===== config.mk =====
export PLATFORM = sky130hd
export DESIGN_NAME = int_event_queue_flat
export DESIGN_NICKNAME = d
export VERILOG_FILES = /design/src/rtl/int_event_queue_if.sv /design/src/rtl/int_event_queue.sv /design/src/flat_wrapper.sv
export SDC_FILE = /design/constraint.sdc
export NUM_CORES = 1
export LEC_CHECK = 0
export ABC_CLOCK_PERIOD_IN_PS = 2500
export BUFFER_PORTS_ARGS = -buffer_cell sky130_fd_sc_hd__buf_2
export CORE_MARGIN = 5
export CORE_UTILIZATION = 43
export CTS_BUF_LIST = sky130_fd_sc_hd__clkbuf_2
export DETAILED_ROUTE_END_ITERATION = 10
export PLACE_DENSITY_LB_ADDON = 0.25
export SLEW_MARGIN = 20
export SYNTH_ARGS = -nofsm -noshare
export SYNTH_HDL_FRONTEND = slang
export SYNTH_SLANG_ARGS = --single-unit

===== constraint.sdc =====
create_clock -name clock -period 2.5 [get_ports clock]
set_input_delay 0 -clock clock [delete_from_list [all_inputs] [get_ports clock]]
set_output_delay 0 -clock clock [all_outputs]
set_load 0.01 [all_outputs]

===== src/rtl/int_event_queue_if.sv =====
// Event-queue side of the core interrupt link: peripheral push port,
// core int/ioin/ioread port and overflow status.
interface int_event_queue_if #(
   parameter int DEPTH = 4,
   parameter int WIDTH = 8
);
   localparam int CW = $clog2(DEPTH) + 1;

   logic             push;
   logic [WIDTH-1:0] push_data;
   logic             full;
   logic             int_req;
   logic [WIDTH-1:0] ioin;
   logic             ioread;
   logic [CW-1:0]    count;
   logic             overflow;
   logic             clear_ovf;

   modport master (
      output push, push_data, ioread, clear_ovf,
      input  full, int_req, ioin, count, overflow
   );

   modport slave (
      input  push, push_data, ioread, clear_ovf,
      output full, int_req, ioin, count, overflow
   );
endinterface


===== src/rtl/int_event_queue.sv =====
// Interrupt event FIFO feeding core int/ioin/ioread; sticky overflow.
// Define INTQ_DROP_OLDEST_EN to overwrite the oldest entry when full.
module int_event_queue #(
   parameter int DEPTH = 4,
   parameter int WIDTH = 8
) (
   input logic clock,
   input logic reset,
   int_event_queue_if.slave bus
);
   localparam int AW = $clog2(DEPTH);
   localparam int CW = AW + 1;

   logic [WIDTH-1:0] mem_q [DEPTH];
   logic [WIDTH-1:0] mem_d [DEPTH];
   logic [AW-1:0]    rd_ptr_q, rd_ptr_d;
   logic [AW-1:0]    wr_ptr_q, wr_ptr_d;
   logic [CW-1:0]    count_q, count_d;
   logic             ovf_q, ovf_d;

   logic empty, is_full, pop, push_acc, ovf_evt;
   logic wr_en, rd_adv;

   assign empty   = (count_q == '0);
   assign is_full = (count_q == CW'(DEPTH));
   assign pop     = bus.ioread && !empty;
   // A pop frees a slot in the same edge, so push is taken even when full.
   assign push_acc = bus.push && (!is_full || pop);
   assign ovf_evt  = bus.push && is_full && !pop;

`ifdef INTQ_DROP_OLDEST_EN
   assign wr_en  = push_acc || ovf_evt;
   assign rd_adv = pop || ovf_evt;
`else
   assign wr_en  = push_acc;
   assign rd_adv = pop;
`endif

   always_comb begin
      mem_d    = mem_q;
      rd_ptr_d = rd_ptr_q;
      wr_ptr_d = wr_ptr_q;
      count_d  = count_q;
      ovf_d    = ovf_q;
      if (wr_en) begin
         mem_d[wr_ptr_q] = bus.push_data;
         wr_ptr_d        = wr_ptr_q + AW'(1);
      end
      if (rd_adv) rd_ptr_d = rd_ptr_q + AW'(1);
      unique case (1'b1)
         push_acc && !pop: count_d = count_q + CW'(1);
         !push_acc && pop: count_d = count_q - CW'(1);
         default:          count_d = count_q;
      endcase
      if (ovf_evt)            ovf_d = 1'b1;
      else if (bus.clear_ovf) ovf_d = 1'b0;
   end

   always_ff @(posedge clock or negedge reset) begin
      if (!reset) begin
         rd_ptr_q <= '0;
         wr_ptr_q <= '0;
         count_q  <= '0;
         ovf_q    <= 1'b0;
      end else begin
         rd_ptr_q <= rd_ptr_d;
         wr_ptr_q <= wr_ptr_d;
         count_q  <= count_d;
         ovf_q    <= ovf_d;
      end
   end

   always_ff @(posedge clock) begin
      mem_q <= mem_d;
   end

   assign bus.int_req  = !empty;
   assign bus.full     = is_full;
   assign bus.count    = count_q;
   assign bus.overflow = ovf_q;
   assign bus.ioin     = empty ? '0 : mem_q[rd_ptr_q];
endmodule

===== src/flat_wrapper.sv =====
// flat-port wrapper written by rule: the top's interface ports become plain ports
module int_event_queue_flat 
#(
   parameter int DEPTH = 4,
   parameter int WIDTH = 8
)
  (clock, reset, bus_push, bus_push_data, bus_ioread, bus_clear_ovf, bus_full, bus_int_req, bus_ioin, bus_count, bus_overflow);
  int_event_queue_if #(.DEPTH(DEPTH), .WIDTH(WIDTH)) bus_i ();
  input logic clock;
  input logic reset;
  input wire logic [$bits(bus_i.push)-1:0] bus_push;
  input wire logic [$bits(bus_i.push_data)-1:0] bus_push_data;
  input wire logic [$bits(bus_i.ioread)-1:0] bus_ioread;
  input wire logic [$bits(bus_i.clear_ovf)-1:0] bus_clear_ovf;
  output wire logic [$bits(bus_i.full)-1:0] bus_full;
  output wire logic [$bits(bus_i.int_req)-1:0] bus_int_req;
  output wire logic [$bits(bus_i.ioin)-1:0] bus_ioin;
  output wire logic [$bits(bus_i.count)-1:0] bus_count;
  output wire logic [$bits(bus_i.overflow)-1:0] bus_overflow;
  assign bus_i.push = bus_push;
  assign bus_i.push_data = bus_push_data;
  assign bus_i.ioread = bus_ioread;
  assign bus_i.clear_ovf = bus_clear_ovf;
  assign bus_full = bus_i.full;
  assign bus_int_req = bus_i.int_req;
  assign bus_ioin = bus_i.ioin;
  assign bus_count = bus_i.count;
  assign bus_overflow = bus_i.overflow;
  int_event_queue #(.DEPTH(DEPTH), .WIDTH(WIDTH)) u_core (.clock(clock), .reset(reset), .bus(bus_i));
endmodule

==> flow_metrics.env <==
export IMPL_numPortBuffers=26
export IMPL_cts_sinks=40
export IMPL_drive_gt1_frac=0.3643
export IMPL_post_dp_hpwl_um=1960
export IMPL_setup_viol=0
export IMPL_h_tree_depth=2
export IMPL_path_class="register to register"
export IMPL_dieArea_um2=5271
export IMPL_drtPass1Iterations=4
export IMPL_maxCapViolations=0
export IMPL_synth_distinct_cells=21
export IMPL_syn_nets=113
export IMPL_start_util=0.4535
export IMPL_ctsResizeCount=0
export IMPL_period_minus_slack_ns=2.267
export IMPL_worstPathArrival_ns=2.58
export IMPL_power_density_nw_per_um2=1075
export IMPL_via_per_inst=4.766
export IMPL_gp_congestion=0.7552
export IMPL_tns_ns=0
export IMPL_holdBufCountCts=14
export IMPL_drc=0
export IMPL_num_rows=22
export IMPL_cts_clk_slew_worst_paths_ns=0.20
export IMPL_worst_slew_pin_slew_ns=0.6169
export IMPL_clock_root_buffer="clkbuf_2"
export IMPL_syn_avg_cell_area_um2=17.93
export IMPL_cts_made_buffers=5
export IMPL_finalCritPeriodShare=0.9069
export IMPL_timing_slew_headroom=0.5887
export IMPL_netlist_instances=94
export IMPL_clock_path_buffers=2
export IMPL_fin_skew_ns=0.01249
export IMPL_drv_slew=0
export IMPL_ys_seq_elements=40
export IMPL_num_vias=896
export IMPL_grt_pass1_wl_um=4678
export IMPL_total_power_mw=2.231
export IMPL_hold_viol=0
export IMPL_cts_tree="yes"
export IMPL_n_antenna_cell=0
export IMPL_area_growth_pct=23.09
export IMPL_final_core_util=0.5582
export IMPL_ys_seq_area_frac=0.6889
export IMPL_grtUsageTotal=0.1234
export IMPL_ir_drop_mv=0.4976
export IMPL_grt_pass1_vias=937
export IMPL_rsz0062_at_grt="false"
export IMPL_drt_first_iter_violations=30
export IMPL_antenna_found_initial=0
export IMPL_whs_ns=0.3620
export IMPL_hold_path_class="input pin to register"
export IMPL_cp_required_ns=2.82
export IMPL_gr_total_overflow=0
export IMPL_post_cts_buffers=0
export IMPL_pin_count=27
export IMPL_fin_nets=158
export IMPL_max_freq_mhz=441.1
export IMPL_cp_start_kind="register"
export IMPL_crit_path_max_fanout=7
export IMPL_synth_area_um2=1685
export IMPL_grt_max_degree=13
export IMPL_status="complete, no violations"
export IMPL_yosys_warnings=0
export IMPL_clock_latency_ns=0.37
export IMPL_dieHeight_um=72.61
export IMPL_detail_route_antenna_nets=0
export IMPL_end_kind="register"
export IMPL_p_leak_nw=0.8250
export IMPL_wl_um=2881
export IMPL_coreArea_um2=3716
export IMPL_wl_per_cell_um=15.32
export IMPL_die_x_um=72.61
cells in the final DEF (no fill, tap or decap), drive strengths merged:
cell type    count
edfxtp          32
buf             27
dlygate4sd3     14
and2            13
inv              9
mux4             8
dfrtp            8
clkbuf           6
ha               5
xor2             3
xnor2            3
or3              1
or3b             1
o21a             1
o32ai            1
nor2             1
mux2             1
nand3            1
nand2            1
o21ai            1
fa               1
clkinv           1
bufinv           1
synth_stat cells:
cell type	instances	share of area
nand3_1	1	0.0030
buf_2	2	0.0059
mux4_2	8	0.11
nor2_1	1	0.0022
xnor2_1	3	0.016
clkbuf_1	1	0.0022
edfxtp_1	32	0.57
o21ai_0	1	0.0030
xor2_1	3	0.016
nand2_1	1	0.0022
or3b_4	1	0.0067
inv_1	9	0.020
o32ai_1	1	0.0052
and2_2	4	0.018
dfrtp_1	8	0.12
mux2_4	1	0.0089
and2_1	9	0.033
o21a_4	1	0.0089
ha_1	5	0.037
fa_1	1	0.012
or3_2	1	0.0045
cell families after synthesis:
family / after synthesis / share of synthesized area
xor+xnor: 6 / 0.03119
flops: 40 / 0.6889
buf+inv: 12 / 0.02821
mux: 9 / 0.1158
simple gates: 18 / 0.06978
compound gates: 3 / 0.01707
fa+ha+maj: 6 / 0.04900
per-layer routing:
metal,track usage,vias up,share of wire
li1,-,430,-
met1,0.1562,440,0.43
met2,0.1964,20,0.50
met3,0.04408,6,0.054
met4,0.04303,0,0.013
met5,0,-,0
critical path, stage by stage, from the launching register on:
cell     delay, ns
dfrtp_1       0.46
or3b_4        0.43
o21a_4        0.23
inv_1         0.06
ha_1          0.17
inv_1         0.06
fa_1          0.37
xor2_1        0.15
nor2_1        0.11
xor2_1        0.16
power by group:
| part | total (mW) | internal (mW) | leakage [nW] | switching [mW] |
|---|---|---|---|---|
| Clock | 0.374 | 0.172 | 0.0430 | 0.201 |
| Sequential | 1.04 | 0.894 | 0.389 | 0.144 |
| Combinational | 0.819 | 0.446 | 0.393 | 0.373 |
registers in the layout, summed over array words and instances, names as in the netlist:
signal,count
u_core.rd_ptr_q,2
u_core.mem_q,32
u_core.bus.count,3
u_core.bus.overflow,1
u_core.wr_ptr_q,2
through the flow:
| stage | worst slack (ns) | std cells | area, um2 |
|---|---|---|---|
| detailed placement | 0.2764 | 166 | 1869 |
| finish | 0.2327 | 188 | 2074 |
| floorplan | 0.3381 | 94 | 1685 |
| CTS | 0.2276 | 188 | 2074 |
| global route | 0.08606 | 188 | 2074 |
| global placement | 0.3429 | 166 | 1869 |
path summary, 6_finish.rpt:
| path | startpoint | end | slack, ns | cells after the start |
|---|---|---|---|---|
| max in group asynchronous | reset | u_core.bus.count[0] | 1.67 | 3 |
| worst min register to register | u_core.bus.count[2] | u_core.bus.count[2] | 0.53 | 1 |
| worst min-delay path | bus_push_data[5] | u_core.mem_q[29] | 0.36 | 2 |
| worst max register to register | u_core.bus.count[0] | u_core.bus.count[2] | 0.23 | 9 |
| min in group asynchronous | reset | u_core.bus.count[1] | 0.56 | 3 |
| worst max-delay path | u_core.bus.count[0] | u_core.bus.count[2] | 0.23 | 9 |
area by class of cell:
type	instances	area, um2
clock buffer	6	30.03
clock inverter	2	35.03
fill	326	1642
inverter	9	33.78
multi-input combinational	42	476.7
sequential	40	1161
tap	48	60.06
timing repair buffer	41	277.8
No activity file was read; power rests on OpenSTA's default activity.
